File: src/rtl/subleq_pkg.sv
// Shared types and widths for the SUBLEQ sequencer.
// Holds the state encoding, the bus widths and the branch test.
// No logic of its own; imported by subleq_ctrl.
package subleq_pkg;

  localparam int ADDR_W = 8;
  localparam int DATA_W = 8;

  // One state per clock; FA..WE together form one instruction.
  typedef enum logic [3:0] {
    S_IDLE,
    S_FA,
    S_FB,
    S_FC,
    S_RA,
    S_RB,
    S_WS,
    S_WP,
    S_WE,
    S_HALT
  } state_t;

  // SUBLEQ branch condition: result is negative or zero.
  function automatic logic is_leq(input logic [DATA_W-1:0] res);
    return res[DATA_W-1] | (res == '0);
  endfunction

endpackage

File: src/rtl/subleq_ctrl.sv
// SUBLEQ instruction sequencer driving an asynchronous-style SRAM.
// Latency: 8 clocks per instruction (FA..WE), plus 1 IDLE clock at run start.
// Backpressure: none; run=0 only takes effect at the next instruction boundary.
module subleq_ctrl
  import subleq_pkg::*;
#(
  parameter logic [ADDR_W-1:0] START_PC = 8'h00,
  parameter logic [ADDR_W-1:0] HALT_PC  = 8'hFF
) (
  input  logic              clk,
  input  logic              rst_n,
  input  logic              run,
  output logic              ram_ope_n,
  output logic              ram_ctl,
  output logic              ram_ena_n,
  output logic [ADDR_W-1:0] ram_adr,
  input  logic [DATA_W-1:0] ram_dat_i,
  output logic [DATA_W-1:0] ram_dat_o,
  output logic              ram_dat_oe,
  output logic [ADDR_W-1:0] pc,
  output logic              busy,
  output logic              halted,
  output logic              instr_done
);

  state_t r_state;
  state_t w_state_nxt;

  // Instruction operands: A, B, C fetched words and mem[A].
  logic [ADDR_W-1:0] r_pc;
  logic [ADDR_W-1:0] r_a;
  logic [ADDR_W-1:0] r_b;
  logic [ADDR_W-1:0] r_c;
  logic [DATA_W-1:0] r_ma;

  logic [ADDR_W-1:0] w_pc_nxt;
  logic [ADDR_W-1:0] w_pc_new;
  logic [DATA_W-1:0] w_res;
  logic              w_leq;

  // Output flops and the values they load at the next edge.
  logic              r_ope_n, r_ctl, r_ena_n, r_oe, r_busy, r_halted, r_done;
  logic [ADDR_W-1:0] r_adr;
  logic [DATA_W-1:0] r_dat_o;
  logic              w_ope_n, w_ctl, w_ena_n, w_oe, w_busy, w_halted, w_done;
  logic [ADDR_W-1:0] w_adr;
  logic [DATA_W-1:0] w_dat_o;

  // mem[B] is not kept: it goes straight into the difference as RB exits,
  // and the result then lives in the write-data flop until WE.
  assign w_res    = ram_dat_i - r_ma;
  assign w_leq    = is_leq(r_dat_o);
  assign w_pc_new = w_leq ? r_c : r_pc + 8'd3;

  // Next PC: load START_PC when leaving IDLE, commit the branch result at WE.
  always_comb begin
    w_pc_nxt = r_pc;
    if (r_state == S_IDLE && run) begin
      w_pc_nxt = START_PC;
    end else if (r_state == S_WE) begin
      w_pc_nxt = w_pc_new;
    end
  end

  // State register.
  always_ff @(posedge clk or negedge rst_n) begin
    if (!rst_n) r_state <= S_IDLE;
    else        r_state <= w_state_nxt;
  end

  // Next-state logic; run is only sampled in IDLE, WE and HALT.
  always_comb begin
    w_state_nxt = r_state;
    case (r_state)
      S_IDLE:  if (run) w_state_nxt = S_FA;
      S_FA:    w_state_nxt = S_FB;
      S_FB:    w_state_nxt = S_FC;
      S_FC:    w_state_nxt = S_RA;
      S_RA:    w_state_nxt = S_RB;
      S_RB:    w_state_nxt = S_WS;
      S_WS:    w_state_nxt = S_WP;
      S_WP:    w_state_nxt = S_WE;
      S_WE: begin
        if (w_pc_new == HALT_PC) w_state_nxt = S_HALT;
        else if (run)            w_state_nxt = S_FA;
        else                     w_state_nxt = S_IDLE;
      end
      S_HALT:  if (!run) w_state_nxt = S_IDLE;
      default: w_state_nxt = S_IDLE;
    endcase
  end

  // Output decode from the state being entered, so every pin comes off a flop
  // and is valid for the whole of its state.
  always_comb begin
    w_ena_n  = 1'b1;
    w_ope_n  = 1'b1;
    w_ctl    = 1'b1;
    w_oe     = 1'b0;
    w_adr    = r_adr;
    w_dat_o  = r_dat_o;
    w_busy   = 1'b0;
    w_halted = 1'b0;
    w_done   = 1'b0;
    case (w_state_nxt)
      S_FA: begin
        w_ena_n = 1'b0; w_ope_n = 1'b0; w_busy = 1'b1;
        w_adr   = w_pc_nxt;
      end
      S_FB: begin
        w_ena_n = 1'b0; w_ope_n = 1'b0; w_busy = 1'b1;
        w_adr   = r_pc + 8'd1;
      end
      S_FC: begin
        w_ena_n = 1'b0; w_ope_n = 1'b0; w_busy = 1'b1;
        w_adr   = r_pc + 8'd2;
      end
      S_RA: begin
        w_ena_n = 1'b0; w_ope_n = 1'b0; w_busy = 1'b1;
        w_adr   = r_a;
      end
      S_RB: begin
        w_ena_n = 1'b0; w_ope_n = 1'b0; w_busy = 1'b1;
        w_adr   = r_b;
      end
      S_WS: begin
        w_ena_n = 1'b0; w_oe = 1'b1; w_busy = 1'b1;
        w_adr   = r_b;
        w_dat_o = w_res;
      end
      // Only ctl changes in WP and WE: the RAM strobes on ctl falling
      // while address and data are already settled.
      S_WP: begin
        w_ena_n = 1'b0; w_oe = 1'b1; w_ctl = 1'b0; w_busy = 1'b1;
      end
      S_WE: begin
        w_ena_n = 1'b0; w_oe = 1'b1; w_busy = 1'b1; w_done = 1'b1;
      end
      S_HALT:  w_halted = 1'b1;
      default: ;
    endcase
  end

  // Output flops; async reset returns ctl high without a falling edge.
  always_ff @(posedge clk or negedge rst_n) begin
    if (!rst_n) begin
      r_ena_n  <= 1'b1;
      r_ope_n  <= 1'b1;
      r_ctl    <= 1'b1;
      r_oe     <= 1'b0;
      r_adr    <= '0;
      r_dat_o  <= '0;
      r_busy   <= 1'b0;
      r_halted <= 1'b0;
      r_done   <= 1'b0;
    end else begin
      r_ena_n  <= w_ena_n;
      r_ope_n  <= w_ope_n;
      r_ctl    <= w_ctl;
      r_oe     <= w_oe;
      r_adr    <= w_adr;
      r_dat_o  <= w_dat_o;
      r_busy   <= w_busy;
      r_halted <= w_halted;
      r_done   <= w_done;
    end
  end

  // Datapath: PC and operand latches, each captured on the edge leaving its read state.
  always_ff @(posedge clk or negedge rst_n) begin
    if (!rst_n) begin
      r_pc <= START_PC;
      r_a  <= '0;
      r_b  <= '0;
      r_c  <= '0;
      r_ma <= '0;
    end else begin
      r_pc <= w_pc_nxt;
      if (r_state == S_FA) r_a  <= ram_dat_i;
      if (r_state == S_FB) r_b  <= ram_dat_i;
      if (r_state == S_FC) r_c  <= ram_dat_i;
      if (r_state == S_RA) r_ma <= ram_dat_i;
    end
  end

  assign ram_ena_n  = r_ena_n;
  assign ram_ope_n  = r_ope_n;
  assign ram_ctl    = r_ctl;
  assign ram_dat_oe = r_oe;
  assign ram_adr    = r_adr;
  assign ram_dat_o  = r_dat_o;
  assign pc         = r_pc;
  assign busy       = r_busy;
  assign halted     = r_halted;
  assign instr_done = r_done;

endmodule
File: config.mk
export PLATFORM = sky130hd
export DESIGN_NAME = subleq_ctrl
export DESIGN_NICKNAME = d
export VERILOG_FILES = /design/src/rtl/subleq_pkg.sv /design/src/rtl/subleq_ctrl.sv
export SDC_FILE = /design/constraint.sdc
export NUM_CORES = 1
export LEC_CHECK = 0
export ABC_AREA = 1
export CORE_MARGIN = 3
export CORE_UTILIZATION = 56
export CTS_CLUSTER_DIAMETER = 100
export DETAILED_ROUTE_END_ITERATION = 8
export PLACE_DENSITY = 0.79
export RECOVER_POWER = 100
export SYNTH_ARGS = -nofsm -noshare
export SYNTH_HDL_FRONTEND = slang
export SYNTH_SLANG_ARGS = --single-unit
File: constraint.sdc
create_clock -name clk -period 3.08 [get_ports clk]
set_input_delay 0.616 -clock clk [delete_from_list [all_inputs] [get_ports clk]]
set_output_delay 0.616 -clock clk [all_outputs]
set_load 0.1 [all_outputs]
* Word level (Yosys, flattened, before mapping) *
Index checks and enable logic that the tools add are counted.

word-level totals
  register bits after elaboration = 67
  bits in latches = 0
  bits in writable memories = 0
  ROM bits = 0
  input bits = 11
  output and inout bits = 31
  logic and storage cells = 63
  memories = 0

operators by class
  add/sub/neg operators = 4
  multiply operators = 0
  divide/modulo/power cells = 0
  magnitude comparators = 0
  equal/unequal tests = 19
  shift-type cells = 0
  muxes and demuxes = 16
  bitwise gates (word level) = 1
  reduce and logical (&&, ||, !) cells = 8

operator list
  kind                                                  count
  case mux 4 bit (10 select lines)                      1
  case mux 8 bit (5 select lines)                       1
  equality test 4 x 3 -> 1 bit (second input constant)  8
  two-way mux 8 bit                                     3
  adder 8 x 2 -> 8 bit (second input constant)          2
  equality test 4 x 2 -> 1 bit (second input constant)  4
  equality test 4 bit (second input constant)           4
  two-way mux 4 bit                                     3
  adder 8 x 1 -> 8 bit (second input constant)          1
  equality test 4 x 1 -> 1 bit (second input constant)  2
  equality test 8 bit (second input constant)           1
  zero test 8 bit                                       1
  two-way mux 1 bit                                     8
  OR reduction 8 bit                                    1
  subtractor 8 bit                                      1
  nonzero test 5 bit                                    1
  OR reduction 5 bit                                    1
  zero test 4 bit                                       1
  OR reduction 3 bit                                    1
  OR reduction 2 bit                                    1
  logical AND 1 bit                                     1
  OR 1 bit                                              1

* Logic depth before layout (Yosys ltp) *
  depth after elaboration = 9
  depth in mapped cells = 17
  depth with buffers taken out = 17

* Worst setup path after synthesis *
No wires, ideal clock.

  path type = reg-to-reg
  from = register r_pc[0], in the netlist pc[0]
  to = register r_adr[0], in the netlist ram_adr[0]
  library setup time = 120 ps
  data arrival time = 2593 ps
  data required time = 2960 ps
  path slack = 368 ps
  stages on the path, launching flop included = 16
  path buffers = 2
  period minus slack after synthesis = 2712 ps
  path through = dfrtp_1 > buf_2 > inv_1 > ha_1 > nor2_1 > xor2_1 > nand2_1 > nand2_1 > nor2_1 > nand2_1 > o21bai_4 > nor2_2 > nand2_4 > buf_12 > nand3_2 > nand2_1

on the way
  cells in the longest elaborated chain, start to end = 8
  elaborated cells between the ends (all ways) = 18
  those cells by class = add/sub: 3; eq/ne: 7; mux: 6; reduce/logical: 2

ends and longest elaborated chain
  what                                                                          RTL line            text
  from (decl)                                                                   subleq_ctrl.sv:30   logic [ADDR_W-1:0] r_pc;
  from (signal assigned)                                                        subleq_ctrl.sv:178  r_pc <= w_pc_nxt;
  adder 8 x 2 -> 8 bit *                                                        subleq_ctrl.sv:53   assign w_pc_new = w_leq ? r_c : r_pc + 8'd3;
  two-way mux 8 bit *                                                           subleq_ctrl.sv:53
  equality test 8 bit *                                                         subleq_ctrl.sv:84   if (w_pc_new == HALT_PC) w_state_nxt = S_HALT;
  two-way mux 4 bit *                                                           subleq_ctrl.sv:84
  case mux 4 bit (10 select lines) *                                            subleq_ctrl.sv:74   case (r_state)
  named net w_state_nxt[3]                                                      subleq_ctrl.sv:27   state_t w_state_nxt;
  equality test 4 x 3 -> 1 bit                                                  subleq_ctrl.sv:105  case (w_state_nxt)
  OR reduction 2 bit (no line)                                                  n/a
  case mux 8 bit (5 select lines) / nonzero test 5 bit (equally long branches)  n/a
  to (signal assigned)                                                          subleq_ctrl.sv:161  r_adr <= w_adr;
  to (decl)                                                                     subleq_ctrl.sv:43   logic [ADDR_W-1:0] r_adr;

The timed path passes the listed nets; every way through them passes the cells marked *.
A chain may end at the register's enable or synchronous reset.

* Final worst setup path *
  from = register r_pc[1], in the netlist pc[1]
  to = register r_adr[1], in the netlist ram_adr[1]

The elaborated chain is that of the path after synthesis.

==> run metrics <==
io pins=42; Setup TNS=0 ns; clk slew on worst S/H paths=0.08 ns; WHS Endpoint=r_c[0]; multiplexer share of the synthesized area=0%; worst path arrival time=2.93 ns; Yosys cell types=39; H-tree depth=3; final worst path period share=87.20%; share of layout cells above drive strength 1=9.833%; post-synthesis xor/xnor area fraction=2.064%; critical path class=reg2reg; mapped cell area=3819 sq um; Syn Nets=510; Critical Path RT=3.32 ns; crit-path max FO=11; DRC=0; ant diodes=0; WP buf/inv=1; Final nets=558; vias per std cell=5.495; Die Y-Extent=88.58 microns; Max-slew headroom=8.988%; TritonCTS Buffers=9; PostCTS Resize Cnt=0; Critical R2R Launch=pc[1]; CP startpoint=pc[1]; Worst-Skew Late Latency=0.35 ns; Adder-Cell Fraction of Synth Area=4.456%; CTS tree=done; GRT Total Usage=26.42%; maximum clock path buffer count=2; hpwl dp=6.797 mm; Die X=88.58 microns; setup repair bufs after CTS=0; Initial Utilization=58.79%; root buffer cell=clkbuf_8; Avg Cell Area, Syn=7.857 sq um; die area=7846 sq um; met3 Use GR=5.307%; number of global-route vias before repair=3345; Sink Count=67; CTS Hold Buffers Added=0; largest family of logic cells by synthesized area=simple AND/OR/NAND/NOR gates; Reg-to-Reg End=ram_adr[1]; Placeable Area=6495 sq um; hold depth=2; row cnt=29; Post-Syn Instances=486; Max Cap Violations=0; initial drt markers=213; cell mode on critical path=nand2_1; flops & latches, synth=67; RSZ-0062 raised after global routing=false; final antenna-violating net count=0; first drt pass iteration count=5; total gr overflow=0; worst-margin pin slew=1.365 ns; final slew viol count=0; crit path cell chain=inv_1 > ha_1 > nand2_1 > nand2_1 > nand2_1 > nand2_1 > nand3_1 > nand2_1 > nor2_1 > nand2_1 > o21bai_4 > nor2_1 > nand2_4 > nand2_1 > nand2_1 > nand2_1; gpl congestion=0.9102; Final Hold Fails=0; M2 GR Usage=43.64%; Routed WL per cell=15.42 microns; start point of the worst hold path=r_c[0]; most used routing layer=met2; Final min period=2.686 ns; Top FF cell, synth=dfrtp_1; status=finished clean; Total Wirelength=9.496 mm; Crit. End Element=register; crit-path leading delay family=simple AND/OR/NAND/NOR gates; GR Layer Usage met1=33.77%; port bufs=41; Post-synth ARST share=100.0%; EDFF count, synth=0; Synth warnings=0; Area Growth Syn to Fin=13.14%; Vias=3385; CP max stage delay=0.47 ns; final setup fails=0; largest net degree at the start of global routing=26; Hold Path Class=reg2reg; slowest CP cell=dfrtp_1; Synth Area in Simple Gates=28.01%; sequential share of the synthesized area=44.00%; Compound-Gate Fraction of Synth Area=12.52%; Max Fclk=0.3724 GHz; clock skew=0.006130 ns; CP Launch Type=register; first-pass GRT wire length=15.74 mm; cell count of the worst reg-to-reg path=16; r2r setup slk=0.39 ns; initial antenna violation count=0
-- area by class of cell --
cell class,instances,area (sq um)
well taps,77,96.34
fillers,560,2175
inverters,70,262.8
repair buffers,50,262.8
clock inverters,7,125.1
multi-input cells,336,1769
clock buffers,9,123.9
flip-flops and latches,67,1680
-- layout by cell type (no fill, tap or decap), types with 2 or more instances in the layout --
| cell | n |
|---|---|
| nor2_2 | 2 |
| clkinv_4 | 3 |
| clkbuf_8 | 9 |
| xnor2_1 | 4 |
| nand3_1 | 22 |
| inv_2 | 4 |
| xor2_1 | 5 |
| dfstp_2 | 3 |
| inv_1 | 66 |
| o21ai_0 | 58 |
| o2111ai_1 | 3 |
| nand2_4 | 2 |
| buf_4 | 5 |
| nor2_1 | 26 |
| clkdlybuf4s50_1 | 7 |
| nand3_2 | 9 |
| dlygate4sd3_1 | 2 |
| nor2_4 | 4 |
| dfrtp_1 | 64 |
| nand2_2 | 5 |
| o211ai_1 | 2 |
| a21o_1 | 2 |
| nand4_1 | 5 |
| clkbuf_1 | 36 |
| nand2_1 | 144 |
| nor3_1 | 6 |
| ha_1 | 12 |
| a21oi_1 | 13 |
| bufinv_16 | 3 |
| nand3b_1 | 2 |
-- flip-flops by register name, indices dropped and copies added, names as in the netlist, 4 cells and up --
| register | count |
|---|---|
| r_state | 4 |
| r_b | 8 |
| r_ma | 8 |
| ram_adr | 8 |
| r_a | 8 |
| ram_dat_o | 8 |
| pc | 8 |
| r_c | 8 |
-- metal layers --
metal,up-vias,routed length (microns)
met2,122,4553
li1,1647,-
met4,0,270
met3,22,528
met1,1594,4144
met5,-,0
-- worst max path at each step --
stage | slack (ns) | depth (start not counted) | end
finish | 0.39 | 16 | ram_adr[1]
global route | 0.23 | 16 | ram_adr[2]
CTS | 0.55 | 16 | ram_adr[1]
detailed placement | 0.29 | 9 | ram_dat_o[6]
global placement | 0.34 | 9 | ram_dat_o[6]
floorplan | 0.37 | 15 | ram_adr[0]
-- worst register-to-register path, stage by stage, from the launching register on --
cell and delay, ns:
dfrtp_1 0.47, inv_1 0.16, ha_1 0.22, nand2_1 0.12, nand2_1 0.12, nand2_1 0.08
nand2_1 0.08, nand3_1 0.09, nand2_1 0.11, nor2_1 0.18, nand2_1 0.13, o21bai_4 0.15
nor2_1 0.08, nand2_4 0.19, nand2_1 0.24, nand2_1 0.12, nand2_1 0.06
-- cells by family (layout without fill, tap and decap cells) --
| group | after synthesis | after routing |
|---|---|---|
| compound gates | 85 | 85 |
| xor+xnor | 9 | 9 |
| fa+ha+maj | 13 | 13 |
| buf+inv | 83 | 136 |
| flops | 67 | 67 |
| simple gates | 229 | 229 |
-- stage by stage --
stage	hold slack, ns	instance area [sq um]	instances	util, %	setup WS [ns]
global placement	0.4633	4232	600	65.15	0.3427
global route	0.5035	4320	616	66.52	0.2266
floorplan	0.3204	3819	486	-	0.3679
CTS	0.2573	4481	616	68.98	0.5498
finish	0.4917	4320	616	66.52	0.3944
detailed placement	0.4746	4232	600	65.15	0.2871
-- Yosys cell counts, types with 2 or more instances --
cell type | n | area [sq um]
xnor2_1 | 4 | 35.03
ha_1 | 12 | 150.1
nor3_1 | 6 | 30.03
inv_1 | 64 | 240.2
nand2_4 | 2 | 22.52
nand2_2 | 9 | 56.30
nand3_2 | 9 | 90.09
clkbuf_1 | 8 | 30.03
nor2_1 | 24 | 90.09
dfstp_2 | 3 | 78.83
inv_2 | 6 | 22.52
o2111ai_1 | 3 | 26.28
a21o_1 | 2 | 15.01
o21ai_0 | 58 | 290.3
o211ai_1 | 2 | 15.01
nor2_4 | 4 | 45.04
nand3b_1 | 2 | 15.01
buf_2 | 2 | 10.01
nor2_2 | 4 | 25.02
nand3_1 | 21 | 105.1
nand4_1 | 5 | 31.28
xor2_1 | 5 | 43.79
nand2_1 | 140 | 525.5
dfrtp_1 | 64 | 1602
a21oi_1 | 13 | 65.06
Power is not shown: default switching activity piles up to over one toggle a cycle in this logic, so the estimate is an artifact.
==> variant: new RTL, same flow settings <==
Reset style: synchronous (`rst_n`), changed in 3 clocked blocks. Comments in the files are not updated.
--- a/src/rtl/subleq_ctrl.sv
+++ b/src/rtl/subleq_ctrl.sv
@@ -63,7 +63,7 @@
   end
 
   // State register.
-  always_ff @(posedge clk or negedge rst_n) begin
+  always_ff @(posedge clk) begin
     if (!rst_n) r_state <= S_IDLE;
     else        r_state <= w_state_nxt;
   end
@@ -142,7 +142,7 @@
   end
 
   // Output flops; async reset returns ctl high without a falling edge.
-  always_ff @(posedge clk or negedge rst_n) begin
+  always_ff @(posedge clk) begin
     if (!rst_n) begin
       r_ena_n  <= 1'b1;
       r_ope_n  <= 1'b1;
@@ -167,7 +167,7 @@
   end
 
   // Datapath: PC and operand latches, each captured on the edge leaving its read state.
-  always_ff @(posedge clk or negedge rst_n) begin
+  always_ff @(posedge clk) begin
     if (!rst_n) begin
       r_pc <= START_PC;
       r_a  <= '0;
Function: differs if rst_n is asserted again (counterexample within 4 cycles, from zero or initial values and one cycle with rst_n low); with rst_n held inactive, the same outputs for 10 cycles.
==> variant against the unedited design <==
Area after synthesis down 6.5%. Routed wire length rose by 1.3%. Worst setup slack improved by 0.14 ns. Sequential cell count unchanged. Final area fell by 5.7%. Global-route usage up 0.77 points.
==> variant: results (changes against the unedited design) <==
Timing
  – Final Cycle Share: 0.826 (-0.0458)
  – Hold_ws: 0.453 ns (-0.0385 ns)

Finish
  – Ant diodes: 0 (unchanged)
  – Ratio of cells with drive above 1 in the final layout: 0.0730 (-0.0254)
  – Finished Layout Cells: 637 (+3.4%)
  – # fillers: 561 (+0.18%)
  – Layout Nets: 580 (+3.9%)

CTS
  – CTS Buf Count: 9 (unchanged)

Setup path
  – R2R Setup Slk: 0.54 ns (+0.14 ns)
  – Crit-path slowest cell: clkbuf_1
  – Family with the most delay on the worst path: buffers and inverters
  – Critical path peak fanout: 18 (+7)
  – Crit path DAT: 2.79 ns (-0.14 ns)
  – Biggest cell delay along the critical path: 0.53 ns (+0.06 ns)

Global route
  – Met3 Resource Use GR: 0.0384 (-0.0146)
  – Largest net degree at the start of global routing: 35 (+35%)
  – First-pass GRT wire length: 15.5 mm (-1.5%)
  – M2 GR Usage: 0.418 (-0.0181)
  – Aggregate global-route resource usage: 0.272 (+0.00774)
  – Routing usage on met1: 0.390 (+0.0526)
  – Number of global-route vias before repair: 3147 (-5.9%)

Logic synthesis
  – Prevailing post-synth register cell: dfxtp_1
  – XOR/XNOR share of the synthesized area: 0.0172 (-0.00348)
  – Post-Syn Area per Cell: 6.95 sq um (-12%)
  – Main area contributors after synthesis: dfxtp_1 38%, nand2_1 8.2%, nor2_1 8.1%
  – Syn nets: 537 (+5.3%)
  – Register area share after synthesis: 0.375 (-0.0646)
  – Yosys warning count: 0 (unchanged)
  – Most frequent cells after synthesis: 78 x nand2_1, 77 x nor2_1, 72 x inv_1
  – Synth Area in Compound Gates: 0.189 (+0.0640)
  – Area share of fa/ha/maj cells after synthesis: 0.0441 (-0.000428)
  – Synth async-reset ratio: 0 (-1.00)

Drt
  – Vias: 3461 (+2.2%)
  – Metal2 WL: 4.36 mm (-4.2%)
  – DR WL/cell: 15.1 um (-2.0%)
  – Initial DRC count: 235 (+10%)
  – Routed length on met1: 4.38 mm (+5.7%)
  – Met3 WL: 728 um (+38%)
  – Top layer in use: met4

Placed design
  – HPWL Detailed: 7.04 mm (+3.6%)
  – GP Congestion: 0.944 (+3.7%)
  – Area after DPL: 0.00398 sq mm (-6.1%)
  – Placed insts: 621 (+3.5%)
  – Pre-CTS setup slack: 0.305 ns (+0.0180 ns)

Outcome
  – Run status: finished, final reports clean
==> variant: path summary, 6_finish.rpt <==
| path | endpoint | cells past startpoint | startpoint |
|---|---|---|---|
| worst max register to register | ram_adr[3]$_SDFFE_PN0P_ | 10 | r_state[0]$_SDFF_PN0_ |
| worst max-delay path | ram_adr[3]$_SDFFE_PN0P_ | 10 | r_state[0]$_SDFF_PN0_ |
| worst min-delay path | r_a[5]$_SDFFE_PN0P_ | 2 | r_a[5]$_SDFFE_PN0P_ |
| worst min register to register | r_a[5]$_SDFFE_PN0P_ | 2 | r_a[5]$_SDFFE_PN0P_ |
==> variant: cell type report <==
class,count,area (sq um),share of cell area
Timing Repair Buffer,49,273,0.0670
Clock buffer,12,155,0.0381
Multi-Input combinational cell,355,1860,0.456
Inverter,75,282,0.0691
Clock inverter,4,72.6,0.0178
Sequential cell,67,1340,0.329
Tap cell,75,93.8,0.0230
